==> src/rtl/id_ex_stage.sv <==
// ID/EX pipeline register feeding the ALU: operand forwarding from EX/MEM and MEM/WB,
// load-use hazard detection with self-inserted bubble, stall (hold + operand refresh) and flush.
module id_ex_stage #(
  parameter int unsigned DW       = 32,
  parameter logic [3:0]  NOP_CTRL = 4'd10
) (
  input  logic          Clk,
  input  logic          Reset_n,
  input  logic          Stall,
  input  logic          Flush,
  input  logic          In_Valid,
  input  logic [3:0]    In_ALUControl,
  input  logic [DW-1:0] In_ReadData1,
  input  logic [DW-1:0] In_ReadData2,
  input  logic [DW-1:0] In_Imm,
  input  logic [4:0]    In_Shamt,
  input  logic [4:0]    In_Rs,
  input  logic [4:0]    In_Rt,
  input  logic [4:0]    In_Rd,
  input  logic          In_ALUSrcA,
  input  logic          In_ALUSrcB,
  input  logic          In_RegDst,
  input  logic          In_RegWrite,
  input  logic          In_MemRead,
  input  logic          In_MemWrite,
  input  logic          In_MemToReg,
  input  logic          ExMem_RegWrite,
  input  logic [4:0]    ExMem_Rd,
  input  logic [DW-1:0] ExMem_Result,
  input  logic          MemWb_RegWrite,
  input  logic [4:0]    MemWb_Rd,
  input  logic [DW-1:0] MemWb_Result,
  output logic [DW-1:0] ALU_A,
  output logic [DW-1:0] ALU_B,
  output logic [3:0]    ALUControl,
  output logic          Out_Valid,
  output logic [4:0]    Out_WriteReg,
  output logic [DW-1:0] Out_StoreData,
  output logic          Out_RegWrite,
  output logic          Out_MemRead,
  output logic          Out_MemWrite,
  output logic          Out_MemToReg,
  output logic          LoadUseHazard
);

  localparam int unsigned RW = 5;

  logic          valid_q,    valid_d;
  logic [3:0]    alu_ctrl_q, alu_ctrl_d;
  logic [DW-1:0] rd1_q,      rd1_d;
  logic [DW-1:0] rd2_q,      rd2_d;
  logic [DW-1:0] imm_q,      imm_d;
  logic [RW-1:0] shamt_q,    shamt_d;
  logic [RW-1:0] rs_q,       rs_d;
  logic [RW-1:0] rt_q,       rt_d;
  logic [RW-1:0] wreg_q,     wreg_d;
  logic          srca_q,     srca_d;
  logic          srcb_q,     srcb_d;
  logic          regwr_q,    regwr_d;
  logic          memrd_q,    memrd_d;
  logic          memwr_q,    memwr_d;
  logic          mem2reg_q,  mem2reg_d;

  logic [DW-1:0] fwd_rs, fwd_rt;

  // Forwarding: EX/MEM beats MEM/WB, $0 never forwarded
  always_comb begin
    fwd_rs = rd1_q;
    if (ExMem_RegWrite && (ExMem_Rd != '0) && (ExMem_Rd == rs_q)) begin
      fwd_rs = ExMem_Result;
    end else if (MemWb_RegWrite && (MemWb_Rd != '0) && (MemWb_Rd == rs_q)) begin
      fwd_rs = MemWb_Result;
    end
    fwd_rt = rd2_q;
    if (ExMem_RegWrite && (ExMem_Rd != '0) && (ExMem_Rd == rt_q)) begin
      fwd_rt = ExMem_Result;
    end else if (MemWb_RegWrite && (MemWb_Rd != '0) && (MemWb_Rd == rt_q)) begin
      fwd_rt = MemWb_Result;
    end
  end

  assign LoadUseHazard = valid_q & memrd_q & (wreg_q != '0) & In_Valid &
                         ((wreg_q == In_Rs) | (wreg_q == In_Rt));

  assign ALU_A         = srca_q ? DW'(shamt_q) : fwd_rs;
  assign ALU_B         = srcb_q ? imm_q : fwd_rt;
  assign Out_StoreData = fwd_rt;
  assign ALUControl    = alu_ctrl_q;
  assign Out_Valid     = valid_q;
  assign Out_WriteReg  = wreg_q;
  assign Out_RegWrite  = regwr_q;
  assign Out_MemRead   = memrd_q;
  assign Out_MemWrite  = memwr_q;
  assign Out_MemToReg  = mem2reg_q;

  // Next-state: Flush > Stall > LoadUseHazard > load
  always_comb begin
    valid_d    = valid_q;
    alu_ctrl_d = alu_ctrl_q;
    rd1_d      = rd1_q;
    rd2_d      = rd2_q;
    imm_d      = imm_q;
    shamt_d    = shamt_q;
    rs_d       = rs_q;
    rt_d       = rt_q;
    wreg_d     = wreg_q;
    srca_d     = srca_q;
    srcb_d     = srcb_q;
    regwr_d    = regwr_q;
    memrd_d    = memrd_q;
    memwr_d    = memwr_q;
    mem2reg_d  = mem2reg_q;
    if (Flush || (!Stall && LoadUseHazard)) begin
      valid_d    = 1'b0;
      alu_ctrl_d = NOP_CTRL;
      regwr_d    = 1'b0;
      memrd_d    = 1'b0;
      memwr_d    = 1'b0;
      mem2reg_d  = 1'b0;
    end else if (Stall) begin
      // Refresh held operands so a producer retiring during the stall is kept
      rd1_d = fwd_rs;
      rd2_d = fwd_rt;
    end else begin
      valid_d    = In_Valid;
      alu_ctrl_d = In_Valid ? In_ALUControl : NOP_CTRL;
      rd1_d      = In_ReadData1;
      rd2_d      = In_ReadData2;
      imm_d      = In_Imm;
      shamt_d    = In_Shamt;
      rs_d       = In_Rs;
      rt_d       = In_Rt;
      wreg_d     = In_RegDst ? In_Rd : In_Rt;
      srca_d     = In_ALUSrcA;
      srcb_d     = In_ALUSrcB;
      regwr_d    = In_Valid & In_RegWrite;
      memrd_d    = In_Valid & In_MemRead;
      memwr_d    = In_Valid & In_MemWrite;
      mem2reg_d  = In_Valid & In_MemToReg;
    end
  end

  always_ff @(posedge Clk or negedge Reset_n) begin
    if (!Reset_n) begin
      valid_q    <= 1'b0;
      alu_ctrl_q <= NOP_CTRL;
      rd1_q      <= '0;
      rd2_q      <= '0;
      imm_q      <= '0;
      shamt_q    <= '0;
      rs_q       <= '0;
      rt_q       <= '0;
      wreg_q     <= '0;
      srca_q     <= 1'b0;
      srcb_q     <= 1'b0;
      regwr_q    <= 1'b0;
      memrd_q    <= 1'b0;
      memwr_q    <= 1'b0;
      mem2reg_q  <= 1'b0;
    end else begin
      valid_q    <= valid_d;
      alu_ctrl_q <= alu_ctrl_d;
      rd1_q      <= rd1_d;
      rd2_q      <= rd2_d;
      imm_q      <= imm_d;
      shamt_q    <= shamt_d;
      rs_q       <= rs_d;
      rt_q       <= rt_d;
      wreg_q     <= wreg_d;
      srca_q     <= srca_d;
      srcb_q     <= srcb_d;
      regwr_q    <= regwr_d;
      memrd_q    <= memrd_d;
      memwr_q    <= memwr_d;
      mem2reg_q  <= mem2reg_d;
    end
  end

endmodule

==> config.mk <==
export PLATFORM = sky130hd
export DESIGN_NAME = id_ex_stage
export DESIGN_NICKNAME = d
export VERILOG_FILES = /design/src/rtl/id_ex_stage.sv
export SDC_FILE = /design/constraint.sdc
export NUM_CORES = 1
export LEC_CHECK = 0
export CORE_MARGIN = 5
export CORE_UTILIZATION = 45
export DETAILED_ROUTE_END_ITERATION = 10
export PLACE_DENSITY_LB_ADDON = 0.1
export SYNTH_ARGS = -nofsm -noshare
export SYNTH_HDL_FRONTEND = slang
export SYNTH_SLANG_ARGS = --single-unit
==> constraint.sdc <==
create_clock -name Clk -period 5.1 [get_ports Clk]
set_input_delay 1.53 -clock Clk [delete_from_list [all_inputs] [get_ports Clk]]
set_output_delay 1.53 -clock Clk [all_outputs]
set_load 0.02 [all_outputs]
==> impl_metrics.yaml <==
sta:
  setup_viol: 1
  slew_viol_final: 0
  tightest_slew_ps: 1220
  fin_ws_ps: -8.38
  period_minus_slack_ps: 5110
  hold_violations: 0
  post-route-period-util_pct: 100
  slew-limit-headroom_pct: 18.4
  timing.fmax_ghz: 0.196
  rsz0062_at_grt: "yes"
  finClkSkew_ps: 12.5
logic_synthesis:
  synth_seq_cells: 127
  synth_area_per_cell_sq_um: 9.06
  synth-edff-count: 0
  ys_warn_count: 0
  ys.flop_type: "dfrtp_1"
  synthesis.nets: 1134
  synth_cell_types: 47
  yosysSeqAreaShare_pct: 37.9
  syn-instance-count: 926
  syn-cell-area_sq_um: 8390
  async_flop_share_pct: 100
run:
  cap_viol_max_count: 0
critical_path:
  ff2ff_path_depth: 25
  cp.arrival_ps: 3580
  worst_setup_path_start_kind: "input port"
  critPathKind: "in -> out"
  max_stage_delay_ps: 580
  cp-end-kind: "output port"
  cp_max_fo: 10
  crit_slowest_cell: "or4_4"
  crit_required_ps: 3570
  timing.reg2reg.setup_slack_ps: 1200
  r2r_end: "rd1_q[25]"
  r2r-start: "rs_q[1]"
  cp_cell_sequence: "clkdlybuf4s15_1 > or4_4 > o211ai_4 > or2_4 > bufbuf_16 > o2bb2ai_2 > o21ai_0 > buf_2"
power:
  ir_drop_uv: 238
  totalPowerFinal_uw: 4320
  power_density_nw_per_um2: 314
  p_leak_uw: 0.00603
final_layout:
  syn2layout_area_growth_pct: 64.3
  num-nets-final: 1547
  utilization_pct: 74.4
  num_antenna_cells: 0
  drive_above_1_share_pct: 36.7
global_routing:
  grt_start_max_net_pins: 83
  grt_antenna_before_repair: 3
  grt_use_total_pct: 31.0
  grt_pass1_wl_mm: 52.5
  grt_pass1_vias: 9296
  overflow: 0
route:
  drc_errors: 0
  first_iter_violations: 656
  avgViaCountPerCell: 5.76
  wl_per_cell_um: 21.8
  first_pass_iters: 5
  ant_nets: 0
  wirelength_mm: 34.6
  vias: 9137
floorplanning:
  placementRows: 50
  start_util_pct: 45.3
  ios: 319
  die_height_um: 147
  coreArea_sq_um: 18500
  die_w_um: 147
  fp.dieArea_sq_um: 21500
placement:
  post-dp-hpwl_mm: 24.5
  io_buffers: 318
  place.gp.congestion: 0.917
clock_network:
  cts_tree: "built"
  clockRootBuffer: "clkbuf_16"
  clockBufferDepth: 2
  cts_buffers: 17
  cts_sinks: 127
  clk_latency_ps: 430
  htree_levels: 4
  holdBufCountCts: 0
  cts.clk_slew.worst_paths_ps: 70
run_status:
  violations: "negative setup slack"
  status: "finished with violations"
worst_hold_path:
  hold_path_end: "Out_MemToReg"
  hp-class: "reg -> reg"
  hold_start: "Out_MemToReg"
  holdPathStages: 1
-- registers in the layout, summed over array words and instances, names as in the netlist, 4 cells and up --
| register | cells |
|---|---|
| shamt_q | 5 |
| rd1_q | 32 |
| rd2_q | 32 |
| ALUControl | 4 |
| imm_q | 32 |
| rs_q | 5 |
| rt_q | 5 |
| Out_WriteReg | 5 |
-- through the flow --
step / instance area (sq um) / hold slack, ps / setup WS, ps / instances / TNS, ps
finish: 13800 / 494 / -8.38 / 1586 / -8.38
global route: 13800 / 519 / -63.4 / 1586 / -402
CTS: 13700 / 497 / -25.3 / 1582 / -52.9
detailed placement: 12600 / 481 / -1010 / 1515 / -76730
global placement: 12600 / 473 / -1030 / 1515 / -76950
floorplan: 8390 / 475 / 207 / 926 / 0
-- final cells by class --
type	instances	area, sq um
clock buffer	18	429
multi-input combinational	683	5210
tap	234	293
timing repair buffer	470	4290
fill	1397	4740
sequential	127	3180
inverter	40	150
clock inverter	14	228
-- what timing repair did --
action | 4_1_cts | 5_1_grt
resized for setup | 482 | 49
cloned | 3 | 0
setup buffers | 33 | 5
pin swaps | 38 | 18
setup endpoints to repair | 96 | 80
-- cells by family (layout without fill, tap and decap cells) --
family	after synthesis	count (layout)	synth area share (%)
AND/OR/NAND/NOR	308	309	16.1
AO/OA/AOI/OAI	251	251	24.9
flip-flops	127	127	37.9
buffers and inverters	117	542	6.08
multiplexers	93	93	11.9
XOR/XNOR	30	30	3.13
-- per-layer routing --
| layer | up-vias | track usage [%] | routed length, um |
|---|---|---|---|
| li1 | 4156 | - | - |
| met1 | 4461 | 37.2 | 13300 |
| met2 | 430 | 52.1 | 17000 |
| met3 | 84 | 9.68 | 2970 |
| met4 | 6 | 11.9 | 1300 |
| met5 | - | 0 | 28 |
-- how the worst max path moves through the flow --
stage,startpoint,end,slack (ps),cells after the start
after detailed placement,MemWb_Rd[1],ALU_B[10],-1010,9
after CTS,MemWb_Rd[3],ALU_A[13],-30,12
after floorplan,ExMem_Rd[1],ALU_B[0],210,7
after global routing,MemWb_Rd[1],rd1_q[25],-60,27
final,ExMem_Rd[1],ALU_B[15],-8,8
after global placement,MemWb_Rd[1],Out_StoreData[0],-1030,10
-- power by group --
part	leakage [uW]	internal [uW]	switching [uW]
Combinational	0.00427	828	825
Clock	0.000317	879	509
Sequential	0.00144	1150	132
Total	0.00603	2860	1470
-- cell usage after synthesis, drive strengths merged, types with 3 or more instances --
master / count / area [sq um]
o21ai: 37 / 196
xor2: 5 / 43.8
or4: 9 / 75.1
o22a: 7 / 61.3
a21oi: 87 / 435
xnor2: 25 / 219
dfrtp: 125 / 3130
nor3: 41 / 210
nand4: 3 / 18.8
a221oi: 27 / 393
a32o: 6 / 60.1
buf: 30 / 184
a311oi: 7 / 61.3
or2: 3 / 18.8
o31ai: 10 / 75.1
o2bb2ai: 27 / 362
nand3: 5 / 25.0
o22ai: 3 / 18.8
mux2: 57 / 642
mux2i: 36 / 360
a31oi: 10 / 93.8
clkbuf: 47 / 176
nor2b: 23 / 144
o221a: 23 / 259
nor2: 121 / 454
inv: 39 / 146
nand2: 97 / 364
-- cells in the final DEF, fill, tap and decap left out, types with 24 or more instances in the layout --
cell             Yosys  layout
a21oi_1             87      52
a21oi_2              0      31
a221oi_2            25      26
buf_2               15      58
buf_4                6     133
clkdlybuf4s50_1      0     209
dfrtp_1            125     124
inv_1               39      39
mux2_2              57      56
mux2i_1             36      36
nand2_1             97      95
nor2_1             121     118
nor3_1              40      39
o21ai_0             36      33
o2bb2ai_2           20      25
xnor2_1             25      24
-- worst max-delay path: cells and delay by family --
family,cells,cell delay (ps)
AND/OR/NAND/NOR,2,810
buffers and inverters,3,710
AO/OA/AOI/OAI,3,520
Note: power is estimated with default switching activity, not from simulation.
